### config.mk
export PLATFORM = sky130hd
export DESIGN_NAME = rf_wb_arbiter
export DESIGN_NICKNAME = d
export VERILOG_FILES = /design/src/rtl/rf_wb_arbiter.sv
export SDC_FILE = /design/constraint.sdc
export NUM_CORES = 1
export LEC_CHECK = 0
export CAP_MARGIN = 15
export CELL_PAD_IN_SITES_DETAIL_PLACEMENT = 0
export CELL_PAD_IN_SITES_GLOBAL_PLACEMENT = 2
export CORE_AREA = 2 2 128 130
export DETAILED_ROUTE_END_ITERATION = 8
export DIE_AREA = 0 0 130 132
export DONT_BUFFER_PORTS = 1
export PLACE_DENSITY_LB_ADDON = 0.1
export SYNTH_ARGS = -nofsm -noshare
export SYNTH_HDL_FRONTEND = slang
export SYNTH_SLANG_ARGS = --single-unit
export TNS_END_PERCENT = 5
### constraint.sdc
create_clock -name clk -period 2.5 [get_ports clk]
set_input_delay 0.5 -clock clk [delete_from_list [all_inputs] [get_ports clk]]
set_output_delay 0.5 -clock clk [all_outputs]
set_load 0.02 [all_outputs]
### src/rtl/rf_wb_arbiter.sv
// Round-robin arbiter sharing the register-file write port among NREQ writeback sources,
// with one registered output stage and a bypass view of the in-flight write.
module rf_wb_arbiter #(
  parameter int NREQ = 3,
  parameter int IDXW = 2
) (
  input  logic               clk,
  input  logic               rst,
  input  logic               stall,
  input  logic [NREQ-1:0]    req_valid,
  input  logic [5*NREQ-1:0]  req_addr,
  input  logic [32*NREQ-1:0] req_data,
  input  logic [32*NREQ-1:0] req_pc,
  output logic [NREQ-1:0]    req_ready,
  output logic               rf_we,
  output logic [4:0]         rf_a3,
  output logic [31:0]        rf_wd,
  output logic [31:0]        rf_pc,
  input  logic [4:0]         byp_a1,
  input  logic [4:0]         byp_a2,
  output logic               byp_hit1,
  output logic               byp_hit2,
  output logic [31:0]        byp_data
);

  logic [IDXW-1:0] r_rr_ptr;
  logic            r_we;
  logic [4:0]      r_a3;
  logic [31:0]     r_wd;
  logic [31:0]     r_pc;

  logic [IDXW-1:0] w_hi_idx;
  logic [IDXW-1:0] w_lo_idx;
  logic [IDXW-1:0] w_gnt_idx;
  logic [IDXW-1:0] w_nxt_ptr;
  logic            w_hi_found;
  logic            w_lo_found;
  logic            w_xfer;
  logic [4:0]      w_sel_addr;
  logic [31:0]     w_sel_data;
  logic [31:0]     w_sel_pc;

  // Wrap-around search: lowest valid at/above the pointer wins, else lowest valid overall.
  always_comb begin
    w_hi_found = 1'b0;
    w_lo_found = 1'b0;
    w_hi_idx   = '0;
    w_lo_idx   = '0;
    for (int i = NREQ - 1; i >= 0; i--) begin
      if (req_valid[i]) begin
        w_lo_found = 1'b1;
        w_lo_idx   = IDXW'(i);
        if (i >= int'(r_rr_ptr)) begin
          w_hi_found = 1'b1;
          w_hi_idx   = IDXW'(i);
        end
      end
    end
  end

  assign w_gnt_idx = w_hi_found ? w_hi_idx : w_lo_idx;
  assign w_xfer    = rst & ~stall & w_lo_found;
  assign w_nxt_ptr = (int'(w_gnt_idx) == NREQ - 1) ? '0 : w_gnt_idx + 1'b1;

  always_comb begin
    req_ready  = '0;
    w_sel_addr = '0;
    w_sel_data = '0;
    w_sel_pc   = '0;
    for (int i = 0; i < NREQ; i++) begin
      if (IDXW'(i) == w_gnt_idx) begin
        w_sel_addr   = req_addr[5*i +: 5];
        w_sel_data   = req_data[32*i +: 32];
        w_sel_pc     = req_pc[32*i +: 32];
        req_ready[i] = w_xfer;
      end
    end
  end

  // Output stage: $0 writes are consumed but leave the stage untouched.
  always_ff @(posedge clk) begin
    if (!rst) begin
      r_we     <= 1'b0;
      r_a3     <= '0;
      r_wd     <= '0;
      r_pc     <= '0;
      r_rr_ptr <= '0;
    end else begin
      r_we <= w_xfer && (w_sel_addr != 5'd0);
      if (w_xfer && (w_sel_addr != 5'd0)) begin
        r_a3 <= w_sel_addr;
        r_wd <= w_sel_data;
        r_pc <= w_sel_pc;
      end
      if (w_xfer) begin
        r_rr_ptr <= w_nxt_ptr;
      end
    end
  end

  assign rf_we    = r_we;
  assign rf_a3    = r_a3;
  assign rf_wd    = r_wd;
  assign rf_pc    = r_pc;
  assign byp_hit1 = r_we && (r_a3 == byp_a1) && (byp_a1 != 5'd0);
  assign byp_hit2 = r_we && (r_a3 == byp_a2) && (byp_a2 != 5'd0);
  assign byp_data = r_wd;

endmodule

# == Yosys cells after proc, flatten, opt, wreduce, memory -nomap -nowiden ==
# Cells that the tools add are included.
# word_totals
register_bits,72
latchBits,0
ramBits,0
romBits,0
inputBits,223
elab_cells,58
mem_count,0
# classes
n_addsub,1
mul,0
div,0
n_lt_le_gt_ge,3
n_eq_ne,5
n_shift,0
mux,32
bitwise_logic,3
reduce_logical,9
# op_table
op,n
32-bit two-way mux,6
2-bit two-way mux,11
5-bit two-way mux,3
5-bit nonzero test,3
1-bit two-way mux,12
5-bit equality test,2
1-bit logical AND,5
"1-bit by 2-bit >= comparator with 1-bit output, first input constant",2
"2-bit by 1-bit adder with 2-bit output, second input constant",1
1-bit bitwise AND,2
"1-bit by 2-bit equality test with 1-bit output, first input constant",1
"2-bit equality test, first input constant",1
"2-bit equality test, second input constant",1
"2-bit >= comparator, first input constant",1
2-bit zero test,1
1-bit NOT,1

# == Logic depth before layout (Yosys ltp) ==
# Gate-level depths: netlist of run 1.
# logic_depth
ltp_word,14
depth_mapped,11
mapped_depth_nobuf,7

# == Worst setup path before layout of run 1 ==
# No wires, ideal clock.
# synth_timing
path_kind,input -> register
startpoint,input port req_valid[2]
endpoint,register r_wd[0] (netlist: byp_data[0])
setup_time_ns,0.121
arrival_time_ns,2.190
t_required_ns,2.379
path_slack_ns,0.189
stages,11
n_path_buf,4
cell_sequence,buf_2 -> a21oi_1 -> o211a_1 -> clkbuf_1 -> mux2i_1 -> o21ai_1 -> o31ai_4 -> inv_2 -> buf_6 -> buf_6 -> mux2i_1
# synth_between
elab_chain_cells,12
word_cells_on_any_way,29
cone_classes,eq/ne: 2; mux: 23; bitwise: 1; reduce/logical: 3
# synth_rtl
element,line,source
from (decl),10,"input logic [NREQ-1:0] req_valid,"
2-bit two-way mux / 1-bit two-way mux (equally long branches),50,if (req_valid[i]) begin
2-bit two-way mux / 1-bit two-way mux (equally long branches),53,if (i >= int'(r_rr_ptr)) begin
2-bit two-way mux / 1-bit two-way mux (equally long branches),50,
2-bit two-way mux / 1-bit two-way mux (equally long branches),53,
2-bit two-way mux / 1-bit two-way mux (equally long branches),50,
2-bit two-way mux,61,assign w_gnt_idx = w_hi_found ? w_hi_idx : w_lo_idx;
2-bit zero test,71,if (IDXW'(i) == w_gnt_idx) begin
5-bit two-way mux (3 in a row),71,
5-bit nonzero test,90,if (w_xfer && (w_sel_addr != 5'd0)) begin
1-bit logical AND,90,
to (signal assigned),92,r_wd <= w_sel_data;
to (decl),29,logic [31:0] r_wd;
# Parallel ways exist; a longest one is shown, timed or not.
# A chain may end at the register's enable or synchronous reset.

# == Worst setup path in the final report of run 1 ==
# layout_timing
startpoint,register r_rr_ptr[1]
endpoint,output port req_ready[1]
# layout_between
elab_chain_cells,10
word_cells_on_any_way,18
cone_classes,order compare: 3; eq/ne: 1; mux: 14
# layout_rtl
element,line,source
from (decl),26,logic [IDXW-1:0] r_rr_ptr;
from (signal assigned),96,r_rr_ptr <= w_nxt_ptr;
2-bit >= comparator,53,
1-bit two-way mux / 2-bit two-way mux (equally long branches),53,
1-bit two-way mux / 2-bit two-way mux (equally long branches),50,
1-bit two-way mux / 2-bit two-way mux (equally long branches),53,
1-bit two-way mux / 2-bit two-way mux (equally long branches),50,
1-bit two-way mux / 2-bit two-way mux (equally long branches),53,
1-bit two-way mux / 2-bit two-way mux (equally long branches),50,
2-bit two-way mux (*),61,
1-bit by 2-bit equality test with 1-bit output (*),71,
1-bit two-way mux (*),71,
to (decl),14,"output logic [NREQ-1:0] req_ready,"
# Mark *: on every way between the ends. The rest lies on a longest branch, timed or not.

==> impl_metrics.json, run 1 <==
{
  "whs_ps": 316,
  "hold_end": "rf_pc[26]",
  "use_met2_pct": 24.6,
  "swShare_pct": 32.3,
  "antenna_found_initial": 0,
  "ir_drop_v": 0.000287,
  "status": "completed",
  "numPortBuffers": 0,
  "setup_viol": 0,
  "finalHoldViolCount": 0,
  "path_clk_slew_ps": 50,
  "synthFlopType": "dfxtp_1",
  "cts_root_buffer": "clkbuf_16",
  "placed_area_mm2": 0.00416,
  "clock_sinks": 72,
  "clk_latency_ps": 330,
  "grt_setup_unrepaired": "false",
  "post-route-util_pct": 28.6,
  "critical_path_class": "reg -> out",
  "synth.distinct_cells": 36,
  "relSlewSlack_pct": 65.8,
  "p_leak_nw": 1.66,
  "p_int_mw": 2.23,
  "start_kind": "flip-flop",
  "r2r_start": "r_rr_ptr[0]",
  "cts_tree": "done",
  "syn_avg_cell_area_um2": 8.70,
  "dp_hpwl_um": 9510,
  "cts_buffer_depth": 2,
  "gp_congestion": 0.729,
  "hp-class": "in -> reg",
  "rows": 46,
  "htreeDepth": 3,
  "finalMaxSlewViolations": 0,
  "path_buf_inv": 1,
  "netlist_top_cells_area": "dfxtp_1 (35%), mux2i_1 (16%), a22o_1 (13%), a21oi_1 (8.3%), nand2_1 (6.3%)",
  "worstMarginPinSlew_ps": 510,
  "fin_tns_setup_ps": 0,
  "grt_pass1_vias": 3412,
  "grt-ovfl-total": 0,
  "rr_worst_depth": 8,
  "clock_power_share_pct": 35.9,
  "skew_ps": 8.76,
  "slowest_delay_ps": 380,
  "vias_per_cell": 5.09,
  "slowest_stage": "buf_4",
  "drive_gt1_share_pct": 10.7,
  "grt.busiest_layer": "met2",
  "die_w_um": 130,
  "die_y_um": 132,
  "drtPass1Iterations": 4,
  "grt_max_degree": 74,
  "yosysMostFrequentCell": "dfxtp_1",
  "finalCriticalPeriod_ps": 2330,
  "grt_pass1_wl_um": 18700,
  "ys_seq_area_share_pct": 34.6,
  "syn_nets": 702,
  "worst_setup_path_end_kind": "primary output",
  "avgRoutedWirePerCell_um": 19.4,
  "core_area_mm2": 0.0157,
  "r2r_end": "rf_pc[20]",
  "max_freq_mhz": 429,
  "switching_power_mw": 1.06,
  "reg2reg_slack_ps": 300,
  "combPwrFrac_pct": 15.9,
  "p_total_mw": 3.30,
  "period_share_pct": 93.3,
  "track_usage_pct": 14.3,
  "wirelength_um": 12700,
  "synthCells": 479,
  "required_ps": 2000,
  "ctsHoldBuffers": 0,
  "drtAntennaViolNets": 0,
  "syn_to_final_growth_pct": 7.75,
  "synth_edf_count": 0,
  "ios": 330,
  "post-synth-top-area-fraction_pct": 34.6,
  "fill_cells": 1659,
  "grt_util_met1_pct": 15.7,
  "layout.nets": 657,
  "crit_chain": "a21oi_1, o211a_4, buf_4, and2_1",
  "seq_power_share_pct": 48.1,
  "yosysTopAreaCell": "dfxtp_1",
  "hold_path.startpoint": "rst",
  "cts_buffers": 9,
  "critPathArrivalTime_ps": 1830,
  "die_area_mm2": 0.0172,
  "ys_warn_count": 0,
  "use_met3_pct": 5.48,
  "hold_depth": 2,
  "remaining_drc_errors": 0,
  "async_flop_share_pct": 0,
  "synth_common_cells": "dfxtp_1 (72), nand2_1 (70), a21oi_1 (69), mux2i_1 (65), a22o_1 (64)",
  "drtIter0Drc": 83,
  "cap_violations": 0,
  "path_delay_family": "compound AO/OA/AOI/OAI gates",
  "design_area_mm2": 0.00449,
  "cp_max_fo": 38,
  "power.density_mw_per_mm2": 734,
  "netlist_area_mm2": 0.00417,
  "antennaDiodeCount": 0,
  "yosys_register_bits": 72,
  "start_util_pct": 26.5,
  "num_vias": 3330
}
power groups by stage:
| stage | sequential [mW] | combinational [mW] | clock, mW |
|---|---|---|---|
| floorplan | 1.50 | 0.578 | 0 |
| global placement | 1.62 | 0.516 | 0 |
| detailed placement | 1.62 | 0.526 | 0 |
| CTS | 1.59 | 0.527 | 1.24 |
| global route | 1.61 | 0.592 | 1.30 |
| finish | 1.59 | 0.525 | 1.19 |
layout by cell type, fill, tap and decap left out, types with 2 or more instances in the layout:
| cell type | instances |
|---|---|
| nor2b_1 | 2 |
| o22ai_1 | 2 |
| nand2_1 | 70 |
| nor2_1 | 13 |
| buf_12 | 3 |
| buf_4 | 12 |
| o221a_2 | 4 |
| dfxtp_1 | 72 |
| a22oi_1 | 4 |
| clkbuf_8 | 2 |
| a22o_1 | 64 |
| o31ai_4 | 2 |
| xor2_1 | 6 |
| clkbuf_16 | 9 |
| nor3_1 | 8 |
| o311a_1 | 2 |
| xnor2_1 | 2 |
| a211oi_2 | 4 |
| nand3_1 | 2 |
| mux2i_1 | 65 |
| a21oi_1 | 69 |
| clkinv_2 | 3 |
| and2_1 | 2 |
area by class of cell:
type / count / area [µm²] / area share, %
Clock buffer: 12 / 256 / 5.71
Timing Repair Buffer: 15 / 150 / 3.34
Inverter: 2 / 8.76 / 0.195
Multi-Input combinational cell: 334 / 2350 / 52.2
Clock inverter: 3 / 17.5 / 0.390
Sequential cell: 72 / 1440 / 32.1
Tap cell: 216 / 270 / 6.02
flip-flops by register name (all words and copies together) (netlist names):
name,cells
byp_data,32
rf_pc,32
rf_a3,5
r_rr_ptr,2
rf_we,1
layer usage:
metal | wire, µm | vias to the layer above
met5 | 0 | -
met4 | 279 | 0
met3 | 1170 | 20
met2 | 6330 | 214
met1 | 4920 | 1477
li1 | - | 1619
kinds of logic (layout without fill, tap and decap cells):
logic type      count (synthesis)  after routing  share of synthesized area [%]
xor+xnor                        8              8                           1.68
compound gates                157            157                           26.9
simple gates                  104            104                           10.4
flops                          72             72                           34.6
mux                            65             65                           15.6
buf+inv                        73             32                           10.8
repair_timing:
item | CTS | global route
setup endpoints to repair | 1 | 65
pin swaps | 0 | 1
setup buffers | 0 | 1
resized for setup | 1 | 9
hold endpoints to repair | 0 | 0
through the flow:
step                setup WS (ps)  std cells
floorplan                     189        479
global placement              124        638
detailed placement           68.6        638
CTS                          70.8        653
global route                 34.1        654
finish                        168        654
worst reg2reg max path, cell delays in order, from the launching register on:
cell       delay (ps)
dfxtp_1           460
nand2b_4          110
o2bb2ai_1         230
a211oi_2          310
o22ai_1           160
o31ai_4           280
clkinv_2          150
buf_12            210
mux2i_1           180
worst max-delay path by stage:
stage	startpoint	to	slack (ps)	cells past startpoint
after floorplan	req_valid[2]	byp_data[0]	190	11
after global placement	r_rr_ptr[0]	rf_pc[23]	120	8
after detailed placement	req_valid[1]	rf_pc[21]	70	8
after CTS	r_rr_ptr[0]	rf_pc[24]	70	8
after global routing	r_rr_ptr[1]	req_ready[1]	30	4
final	r_rr_ptr[1]	req_ready[1]	170	4
Power figures use the tool's default switching activity.
==> run 2: changes to the inputs <==
Settings changed: CORE_AREA 2 2 128 130 to unset, CORE_ASPECT_RATIO set to 0.5, CORE_MARGIN set to 2, CORE_UTILIZATION set to 32, DIE_AREA 0 0 130 132 to unset.
==> run 2 against run 1 <==
  * Worst hold slack better by 7.2 ps
  * Clock skew shrank 3.2 ps
  * Non-clock buffer count is 2 lower
  * Register-to-register slack got worse by 120 ps
  * Final cell count down 7.3%
  * First-iteration DRC count up 46%
  * Flip-flop and latch count is the same
  * Total power is 8.5% higher
==> impl_metrics.json, run 2 (synthesis results as in run 1) <==
{
  "switching_power_mw": 1.07,
  "power.density_mw_per_mm2": 801,
  "die_area_mm2": 0.0140,
  "clk_latency_ps": 330,
  "critPathArrivalTime_ps": 1880,
  "ctsHoldBuffers": 0,
  "clock_sinks": 72,
  "r2r_start": "r_rr_ptr[1]",
  "cap_violations": 0,
  "p_leak_nw": 1.67,
  "finalCriticalPeriod_ps": 2380,
  "core_area_mm2": 0.0127,
  "critical_path_class": "reg -> out",
  "rows": 29,
  "remaining_drc_errors": 0,
  "p_int_mw": 2.50,
  "gp_congestion": 0.757,
  "cts_buffer_depth": 2,
  "dp_hpwl_um": 8860,
  "worstMarginPinSlew_ps": 534,
  "grt_max_degree": 74,
  "layout_common_cells": "dfxtp_1 (71), nand2_1 (70), a21oi_1 (69)",
  "drtAntennaViolNets": 0,
  "rr_worst_depth": 8,
  "swShare_pct": 30.0,
  "hp-class": "in -> reg",
  "p_total_mw": 3.58,
  "die_y_um": 84.7,
  "grt_pass1_wl_um": 17200,
  "grt_pass1_vias": 3199,
  "setup_viol": 0,
  "drtIter0Drc": 121,
  "required_ps": 2000,
  "grt_setup_unrepaired": "true",
  "r2r_end": "byp_data[11]",
  "relSlewSlack_pct": 64.4,
  "reg2reg_slack_ps": 180,
  "combPwrFrac_pct": 14.3,
  "layout.nets": 655,
  "finalMaxSlewViolations": 0,
  "fill_cells": 1342,
  "ir_drop_v": 0.000288,
  "cp_max_fo": 67,
  "skew_ps": 5.61,
  "track_usage_pct": 15.9,
  "cts_buffers": 9,
  "whs_ps": 323,
  "drtPass1Iterations": 5,
  "syn_to_final_growth_pct": 7.21,
  "path_clk_slew_ps": 60,
  "start_util_pct": 32.8,
  "period_share_pct": 95.2,
  "max_freq_mhz": 420,
  "wirelength_um": 11800,
  "clock_power_share_pct": 41.3,
  "avgRoutedWirePerCell_um": 19.5,
  "status": "completed",
  "worst_setup_path_end_kind": "primary output",
  "hold_path.startpoint": "rst",
  "hold_end": "rf_pc[28]",
  "hold_depth": 2,
  "antenna_found_initial": 0,
  "grt-ovfl-total": 0,
  "antennaDiodeCount": 0,
  "die_w_um": 165,
  "htreeDepth": 3,
  "vias_per_cell": 5.58,
  "drive_gt1_share_pct": 10.6,
  "final_common_cell": "dfxtp_1",
  "finalHoldViolCount": 0,
  "numPortBuffers": 0,
  "ios": 330,
  "cts_tree": "done",
  "start_kind": "flip-flop",
  "cts_root_buffer": "clkbuf_16",
  "seq_power_share_pct": 44.4,
  "num_vias": 3382
}
==> run 2: what timing repair did <==
item                                    CTS  global route
cloned                                    0             0
endpoints found under the setup margin    1            66
gates resized for setup                   1            10
hold endpoints to repair                  0             0
setup buffers                             0             0
==> run 2: cell type report <==
type	instances	area, µm²	area share, %
clock buffers	10	239	5.35
repair buffers	13	126	2.83
multi-input cells	334	2330	52.2
flip-flops and latches	72	1440	32.3
clock inverters	5	105	2.35
inverters	2	8.76	0.196
well taps	170	213	4.76
==> run 2: metal layers <==
layer | GRT usage (%) | vias to the layer above | share of wire [%]
met4 | 3.68 | 0 | 0.72
met5 | 0 | - | 0
met1 | 19.0 | 1604 | 41
met2 | 27.6 | 151 | 49
li1 | - | 1619 | -
met3 | 5.39 | 8 | 8.6
==> run 2: power by group through the flow <==
stage | Clock, mW | Sequential, mW | Combinational [mW]
6_report | 1.48 | 1.59 | 0.512
4_1_cts | 1.52 | 1.59 | 0.512
3_3_place_gp | 0 | 1.62 | 0.491
5_1_grt | 1.57 | 1.60 | 0.579
3_5_place_dp | 0 | 1.62 | 0.510
2_1_floorplan | 0 | 1.50 | 0.578
==> run 2: critical path: stages, from the launching register on <==
cell,delay [ps]
dfxtp_1,370
a21oi_1,150
o211a_2,220
buf_6,430
and2_1,380
==> run 2: how the worst max path moves through the flow <==
stage,start,end,cells past startpoint
detailed placement,r_rr_ptr[0],rf_pc[26],8
global route,r_rr_ptr[1],req_ready[1],4
floorplan,req_valid[2],byp_data[0],11
finish,r_rr_ptr[1],req_ready[1],4
global placement,r_rr_ptr[0],rf_pc[20],8
CTS,r_rr_ptr[0],byp_data[11],8
==> run 2: per-stage QoR <==
stage	cells	TNS, ps	instance area (µm²)	util (%)	setup slack, ps
after floorplan	479	0	4170	-	189
after global placement	591	0	4070	32.1	171
after detailed placement	591	0	4070	32.1	56.8
after CTS	606	0	4420	34.8	32.5
after global routing	606	-8.98	4470	35.2	-8.98
final	606	0	4470	35.2	121
